### src/rtl/commit_trace_collector_if.sv
// Writeback-record and trace-sink signal bundle for commit_trace_collector.
// master: writeback stage / trace sink side; slave: the collector itself.
interface commit_trace_collector_if;
    logic        wb_valid;
    logic [31:0] wb_inst;
    logic [63:0] wb_dnpc;
    logic        wb_kill;
    logic        wb_invalid;
    logic        wb_ebreak;
    logic        wb_stall;
    logic        trace_hold;
    logic [31:0] out_inst;
    logic [63:0] out_dnpc;
    logic        out_kill;
    logic        out_invalid;
    logic        out_en;

    modport master (
        output wb_valid, wb_inst, wb_dnpc, wb_kill, wb_invalid, wb_ebreak, trace_hold,
        input  wb_stall, out_inst, out_dnpc, out_kill, out_invalid, out_en
    );

    modport slave (
        input  wb_valid, wb_inst, wb_dnpc, wb_kill, wb_invalid, wb_ebreak, trace_hold,
        output wb_stall, out_inst, out_dnpc, out_kill, out_invalid, out_en
    );
endinterface

### src/rtl/commit_trace_collector.sv
// Commit trace collector: buffers one retired-instruction record per cycle in a
// small FIFO, streams it as a registered one-record-per-cycle trace, and
// sequences end of simulation (drain on ebreak/invalid, then halt).
// Optional watchdog built only when COMMIT_WATCHDOG_EN is defined.
module commit_trace_collector #(
    parameter int unsigned DEPTH       = 4,
    parameter int unsigned WDOG_CYCLES = 4096
) (
    input  logic                     clk,
    input  logic                     rst,
    commit_trace_collector_if.slave  bus,
    output logic                     halt,
    output logic                     halt_invalid,
    output logic [63:0]              retire_cnt,
    output logic                     wdog_expired
);
    localparam int unsigned AW = $clog2(DEPTH);

    if (DEPTH < 2 || (DEPTH & (DEPTH - 1)) != 0 || WDOG_CYCLES == 0) begin : g_bad_param
        $error("commit_trace_collector: DEPTH must be a power of two >= 2 and WDOG_CYCLES >= 1");
    end

    typedef enum logic [1:0] {
        RUN,
        DRAIN,
        HALTED
    } state_e;

    typedef struct packed {
        logic [31:0] inst;
        logic [63:0] dnpc;
        logic        kill;
        logic        invalid;
    } rec_t;

    state_e        state_q, state_d;
    rec_t          mem_q [DEPTH];
    rec_t          mem_d [DEPTH];
    logic [AW-1:0] head_q, head_d;
    logic [AW-1:0] tail_q, tail_d;
    logic [AW:0]   count_q, count_d;
    logic [31:0]   out_inst_q, out_inst_d;
    logic [63:0]   out_dnpc_q, out_dnpc_d;
    logic          out_kill_q, out_kill_d;
    logic          out_inv_q, out_inv_d;
    logic          out_en_q, out_en_d;
    logic          halt_q, halt_d;
    logic          halt_inv_q, halt_inv_d;
    logic [63:0]   retire_q, retire_d;

    logic          full, empty, stall, push, pop, wdog_fire;
    rec_t          head_rec;

    assign full     = (count_q == (AW + 1)'(DEPTH));
    assign empty    = (count_q == '0);
    // Stall depends only on registered state, never on trace_hold.
    assign stall    = (state_q != RUN) | full;
    assign push     = bus.wb_valid & ~stall;
    assign pop      = (state_q == RUN || state_q == DRAIN) & ~empty & ~bus.trace_hold;
    assign head_rec = mem_q[head_q];

`ifdef COMMIT_WATCHDOG_EN
    localparam int unsigned WW = $clog2(WDOG_CYCLES + 1);

    logic [WW-1:0] wdog_cnt_q, wdog_cnt_d;
    logic          wdog_exp_q, wdog_exp_d;

    // Watchdog: counts RUN cycles since the last retiring push.
    always_comb begin
        wdog_cnt_d = wdog_cnt_q;
        wdog_exp_d = wdog_exp_q;
        wdog_fire  = 1'b0;
        if (state_q == RUN) begin
            if (push && !bus.wb_kill) begin
                wdog_cnt_d = '0;
            end else if (wdog_cnt_q == WW'(WDOG_CYCLES - 1)) begin
                wdog_fire  = 1'b1;
                wdog_exp_d = 1'b1;
                wdog_cnt_d = wdog_cnt_q + 1'b1;
            end else begin
                wdog_cnt_d = wdog_cnt_q + 1'b1;
            end
        end
    end

    // Watchdog registers.
    always_ff @(posedge clk) begin
        if (rst) begin
            wdog_cnt_q <= '0;
            wdog_exp_q <= 1'b0;
        end else begin
            wdog_cnt_q <= wdog_cnt_d;
            wdog_exp_q <= wdog_exp_d;
        end
    end

    assign wdog_expired = wdog_exp_q;
`else
    assign wdog_fire    = 1'b0;
    assign wdog_expired = 1'b0;
`endif

    // FIFO storage write at the tail.
    always_comb begin
        mem_d = mem_q;
        if (push) begin
            mem_d[tail_q] = '{inst: bus.wb_inst, dnpc: bus.wb_dnpc,
                              kill: bus.wb_kill, invalid: bus.wb_invalid};
        end
    end

    // FIFO storage register; contents need no reset, pointers gate validity.
    always_ff @(posedge clk) begin
        mem_q <= mem_d;
    end

    // Next-state, pointer, output-record and retire-count logic.
    always_comb begin
        state_d    = state_q;
        head_d     = head_q;
        tail_d     = tail_q;
        count_d    = count_q + (AW + 1)'(push) - (AW + 1)'(pop);
        out_inst_d = out_inst_q;
        out_dnpc_d = out_dnpc_q;
        out_kill_d = 1'b0;
        out_inv_d  = 1'b0;
        out_en_d   = 1'b0;
        halt_d     = halt_q | (state_q == HALTED);
        halt_inv_d = halt_inv_q;
        retire_d   = retire_q;

        if (push) begin
            tail_d = tail_q + 1'b1;
        end

        if (pop) begin
            head_d     = head_q + 1'b1;
            out_inst_d = head_rec.inst;
            out_dnpc_d = head_rec.dnpc;
            out_kill_d = head_rec.kill;
            out_inv_d  = head_rec.invalid;
            out_en_d   = 1'b1;
            if (!head_rec.kill) begin
                retire_d = retire_q + 64'd1;
            end
        end

        case (state_q)
            RUN: begin
                if (wdog_fire) begin
                    state_d    = DRAIN;
                    halt_inv_d = 1'b0;
                end else if (push && !bus.wb_kill && (bus.wb_ebreak || bus.wb_invalid)) begin
                    state_d    = DRAIN;
                    halt_inv_d = bus.wb_invalid;
                end
            end
            DRAIN: begin
                // An empty FIFO here only happens after a watchdog trip.
                if (empty || (pop && count_q == (AW + 1)'(1))) begin
                    state_d = HALTED;
                end
            end
            HALTED: begin
                state_d = HALTED;
            end
            default: begin
                state_d = RUN;
            end
        endcase
    end

    // State, pointer and output registers with synchronous reset.
    always_ff @(posedge clk) begin
        if (rst) begin
            state_q    <= RUN;
            head_q     <= '0;
            tail_q     <= '0;
            count_q    <= '0;
            out_inst_q <= '0;
            out_dnpc_q <= '0;
            out_kill_q <= 1'b0;
            out_inv_q  <= 1'b0;
            out_en_q   <= 1'b0;
            halt_q     <= 1'b0;
            halt_inv_q <= 1'b0;
            retire_q   <= '0;
        end else begin
            state_q    <= state_d;
            head_q     <= head_d;
            tail_q     <= tail_d;
            count_q    <= count_d;
            out_inst_q <= out_inst_d;
            out_dnpc_q <= out_dnpc_d;
            out_kill_q <= out_kill_d;
            out_inv_q  <= out_inv_d;
            out_en_q   <= out_en_d;
            halt_q     <= halt_d;
            halt_inv_q <= halt_inv_d;
            retire_q   <= retire_d;
        end
    end

    assign bus.wb_stall    = stall;
    assign bus.out_inst    = out_inst_q;
    assign bus.out_dnpc    = out_dnpc_q;
    assign bus.out_kill    = out_kill_q;
    assign bus.out_invalid = out_inv_q;
    assign bus.out_en      = out_en_q;
    assign halt            = halt_q;
    assign halt_invalid    = halt_inv_q;
    assign retire_cnt      = retire_q;
endmodule

### src/flat_wrapper.sv
// flat-port wrapper written by rule: the top's interface ports become plain ports
module commit_trace_collector_flat 
#(
    parameter int unsigned DEPTH       = 4,
    parameter int unsigned WDOG_CYCLES = 4096
)
  (clk, rst, halt, halt_invalid, retire_cnt, wdog_expired, bus_wb_valid, bus_wb_inst, bus_wb_dnpc, bus_wb_kill, bus_wb_invalid, bus_wb_ebreak, bus_trace_hold, bus_wb_stall, bus_out_inst, bus_out_dnpc, bus_out_kill, bus_out_invalid, bus_out_en);
  commit_trace_collector_if bus_i ();
  input  logic clk;
  input  logic rst;
  output logic halt;
  output logic halt_invalid;
  output logic [63:0] retire_cnt;
  output logic wdog_expired;
  input wire logic [$bits(bus_i.wb_valid)-1:0] bus_wb_valid;
  input wire logic [$bits(bus_i.wb_inst)-1:0] bus_wb_inst;
  input wire logic [$bits(bus_i.wb_dnpc)-1:0] bus_wb_dnpc;
  input wire logic [$bits(bus_i.wb_kill)-1:0] bus_wb_kill;
  input wire logic [$bits(bus_i.wb_invalid)-1:0] bus_wb_invalid;
  input wire logic [$bits(bus_i.wb_ebreak)-1:0] bus_wb_ebreak;
  input wire logic [$bits(bus_i.trace_hold)-1:0] bus_trace_hold;
  output wire logic [$bits(bus_i.wb_stall)-1:0] bus_wb_stall;
  output wire logic [$bits(bus_i.out_inst)-1:0] bus_out_inst;
  output wire logic [$bits(bus_i.out_dnpc)-1:0] bus_out_dnpc;
  output wire logic [$bits(bus_i.out_kill)-1:0] bus_out_kill;
  output wire logic [$bits(bus_i.out_invalid)-1:0] bus_out_invalid;
  output wire logic [$bits(bus_i.out_en)-1:0] bus_out_en;
  assign bus_i.wb_valid = bus_wb_valid;
  assign bus_i.wb_inst = bus_wb_inst;
  assign bus_i.wb_dnpc = bus_wb_dnpc;
  assign bus_i.wb_kill = bus_wb_kill;
  assign bus_i.wb_invalid = bus_wb_invalid;
  assign bus_i.wb_ebreak = bus_wb_ebreak;
  assign bus_i.trace_hold = bus_trace_hold;
  assign bus_wb_stall = bus_i.wb_stall;
  assign bus_out_inst = bus_i.out_inst;
  assign bus_out_dnpc = bus_i.out_dnpc;
  assign bus_out_kill = bus_i.out_kill;
  assign bus_out_invalid = bus_i.out_invalid;
  assign bus_out_en = bus_i.out_en;
  commit_trace_collector #(.DEPTH(DEPTH), .WDOG_CYCLES(WDOG_CYCLES)) u_core (.clk(clk), .rst(rst), .bus(bus_i), .halt(halt), .halt_invalid(halt_invalid), .retire_cnt(retire_cnt), .wdog_expired(wdog_expired));
endmodule
### config.mk
export PLATFORM = sky130hd
export DESIGN_NAME = commit_trace_collector_flat
export DESIGN_NICKNAME = d
export VERILOG_FILES = /design/src/rtl/commit_trace_collector_if.sv /design/src/rtl/commit_trace_collector.sv /design/src/flat_wrapper.sv
export SDC_FILE = /design/constraint.sdc
export NUM_CORES = 1
export LEC_CHECK = 0
export ABC_AREA = 1
export CAP_MARGIN = 0
export CORE_MARGIN = 5
export CORE_UTILIZATION = 40
export CTS_BUF_LIST = sky130_fd_sc_hd__clkbuf_16
export DETAILED_ROUTE_END_ITERATION = 8
export DONT_BUFFER_PORTS = 1
export HOLD_SLACK_MARGIN = 0.08
export PLACE_DENSITY_LB_ADDON = 0.3
export SETUP_SLACK_MARGIN = 0.05
export SYNTH_ARGS = -nofsm -noshare
export SYNTH_HDL_FRONTEND = slang
export SYNTH_SLANG_ARGS = --single-unit
export TNS_END_PERCENT = 100
### constraint.sdc
create_clock -name clk -period 7.47 [get_ports clk]
set_input_delay 1.8675 -clock clk [delete_from_list [all_inputs] [get_ports clk]]
set_output_delay 1.8675 -clock clk [all_outputs]
set_load 0.05 [all_outputs]
==> results.md <==
- Status: finished, final reports clean
- Total Die Area: 60350 µm²
- Total Wirelength: between 50 and 60 mm
- Core area: 55090 µm²
- Final-stage net count: 2190
- Synth top area cells: edfxtp_1 53%, dfxtp_1 16%, nor2_1 9.5%
- H-tree Lvls: 2
- Syn Nets: 2221
- Worst path slowest cell: nor2_4
- Worst EP arrival: around 4 ns
- Clock transition at path regs: around 0.060 ns
- Reg2Reg Depth: 7
- Worst hold stages: 2
- Hold-fix buffers, CTS: 0
- Rows: 86
- CP endpoint kind: flip-flop
- Io pins: 270
- Synth Register Bits: 566
- Peak Freq: 269.5 MHz
- WL per Instance: roughly 19 µm
- Endpoint, Worst Hold: u_core.state_q[0]
- CP required: ~7.8 ns
- Area share of the largest cell type after synthesis: 0.5298
- CTS Buf Count: 60
- Top cell type by total area after synthesis: edfxtp_1
- CP Launch Type: input pin
- Main synth FF type: edfxtp_1
- Mapped Cells: 2107
- FF-to-FF End: u_core.mem_q[165]
- Clock sinks: 566
- Port Buffer Count: 0
- Final antenna-violating net count: 0
- Worst VDD drop: 0.0002372 V
- Skew final: just over 0.05 ns
- Post-synth ARST share: 0
- Most used cell, CP: inv_1
- MaxCap Viol Count: 0
- Fin. max-slew vios: 0
- Hold Crit Start: u_core.state_q[0]
- Post-CTS Resized: 0
- Worst slew margin: 0.2476
- Fin crit share: 0.4968
- Pwr Total: ~9.4 mW
- Kind of critical path: in -> reg
- Die H: 245.7 µm
- Post-CTS Setup Inserts: 0
- Critical path's largest stage delay: around 0.93 ns
- Delay-heaviest family, CP: simple AND/OR/NAND/NOR gates
- Post-synth cell types: 39
- Hold Vio Cnt, Final: 0
- RSZ-0062 raised after global routing: false
- Number of global-route vias before repair: roughly 14000
- Transition time of the tightest slew-check pin: between 1 and 1.5 ns
- Max Buffers Root-to-Sink: 3
- Worst reg-to-reg setup slack: 3.91 ns
- YS warnings: 0
- Initial antenna violation count: 0
- Layout cell share with drive strength beyond 1: 0.06300
- Multi-input gate area: just over 6000 µm²
- Final Critical Period: 3.711 ns
- Remaining DRCs: 0
- Area delta synth->final: 11.67%
- Worst-skew pair later-pin latency: 0.64 ns
- Register area share after synthesis: 0.6866
- # fillers: 5055
- Die width: ~250 µm
- Avg Vias per Cell: 5.195
- Root Buffer: clkbuf_16
- Fin Hold WS: 0.4874 ns
- CP Cell Sequence: inv_1, nor2_1, inv_1, nor2_4, buf_4
- Pre-Repair DR Iteration Count: 5
- Post-DP HPWL: between 30 and 40 mm
- First-pass GRT wire length: 84.06 mm
- Worst r2r src: u_core.state_q[0]
- CTS tree: done
- Syn avg cell area: 10.54 µm²
- All-Layer GR Usage: 0.1780
- Final TNS setup: 0 ns
- Initial DRC Count: between 1000 and 1500
- HP Class: reg -> reg
- Post-Syn Area: 22220 µm²
- Overflow after GRT: 0
- Pin count of the biggest net entering global routing: 114
- Initial Util: 0.4033
- Final setup fails: 0
- Via count: between 10000 and 15000
- CP bufs+invs: 3
- Number of synthesized flops with an enable pin: 392
- CP max FO: 30
- Leakage: 8.504 nW
- FF+latch area: about 15000 µm²
- Pwr Density: 379.6 nW/µm²
- Gp weighted congestion: 0.8872
## kinds of logic (layout without fill, tap and decap cells)
group	Yosys count	in the layout	share of synthesized area
flip-flops	566	566	0.6866
adder cells (fa/ha/maj)	11	11	0.006533
AO/OA/AOI/OAI	451	451	0.1080
XOR/XNOR	10	10	0.003943
buffers and inverters	200	220	0.03734
AND/OR/NAND/NOR	868	868	0.1574
other	1	2	0.0001688
## registers in the layout (all words and copies together), names as in the netlist
register / cells
u_core.bus.out_dnpc: 64
u_core.bus.out_en: 1
u_core.bus.out_inst: 32
u_core.bus.out_invalid: 1
u_core.bus.out_kill: 1
u_core.count_q: 3
u_core.halt: 1
u_core.halt_invalid: 1
u_core.head_q: 2
u_core.mem_q: 392
u_core.retire_cnt: 64
u_core.state_q: 2
u_core.tail_q: 2
## Yosys cell counts, types with 3 or more instances
| cell | count |
|---|---|
| inv_2 | 4 |
| clkbuf_1 | 59 |
| a21oi_1 | 38 |
| ha_1 | 10 |
| o21ai_0 | 305 |
| buf_1 | 8 |
| nand3_1 | 64 |
| nor2_4 | 4 |
| nor2_2 | 8 |
| nor2_1 | 561 |
| a31oi_1 | 99 |
| o21a_1 | 4 |
| nor3_1 | 9 |
| dfxtp_1 | 174 |
| xor2_1 | 9 |
| inv_1 | 85 |
| nand4_1 | 12 |
| nand2_1 | 192 |
| buf_2 | 35 |
| nand2_2 | 3 |
| and2_1 | 3 |
| edfxtp_1 | 392 |
| buf_4 | 4 |
| nor3b_1 | 3 |
## report_power, final
group	switching (mW)	internal, mW
Combinational	1.08	0.389
Clock	1.23	1.67
Sequential	1.07	3.97
## through the flow
step                  util  area [µm²]  worst slack [ns]  cells
CTS                 0.4503       24810             3.741   2875
detailed placement  0.4148       22850             3.050   2762
finish              0.4503       24810             3.759   2876
floorplan                -       22220            0.5882   2107
global placement    0.4148       22850             3.067   2762
global route        0.4503       24810             3.597   2875
## worst max-delay path by stage
stage                 startpoint                 to  slack (ns)  cells after the start
floorplan           bus_wb_valid    u_core.mem_q[0]        0.59                      4
global placement    bus_wb_valid  u_core.mem_q[102]        3.07                      5
detailed placement  bus_wb_valid  u_core.mem_q[111]        3.05                      5
CTS                 bus_wb_valid  u_core.mem_q[102]        3.74                      5
global route        bus_wb_valid  u_core.mem_q[115]        3.60                      5
finish              bus_wb_valid  u_core.mem_q[165]        3.76                      5
## layout by cell type, fill, tap and decap left out, types with 13 or more instances in the layout
cell       count
o21ai_0      305
inv_1        100
nand2_1      192
clkbuf_16     60
nor2_1       557
nand3_1       64
clkinv_2      13
a21oi_1       38
a31oi_1       99
buf_4         13
edfxtp_1     392
dfxtp_1      172
## worst reg2reg max path: stages (launching register included)
cell     delay (ns)
dfxtp_1        0.33
inv_1          0.12
ha_1           0.20
nand2_1        0.36
nor2_1         0.51
inv_1          0.34
nor2_4         0.93
buf_4          0.49
## layout make-up
cell class	instances	share of cell area
sequential	566	0.6152
tap	748	0.03772
clock inverter	53	0.01816
inverter	92	0.01437
multi-input combinational	1341	0.2484
antenna	1	0.0001009
clock buffer	60	0.06052
timing repair buffer	15	0.005548
## metal layers
metal  global-route usage  share of wire  up-vias
met5                    0              0        -
met4              0.05218          0.021        0
met3              0.06902           0.10       92
met2               0.3008           0.48      460
met1               0.2123           0.39     7158
li1                     -              -     7232
(Power assumes the default switching activity.)
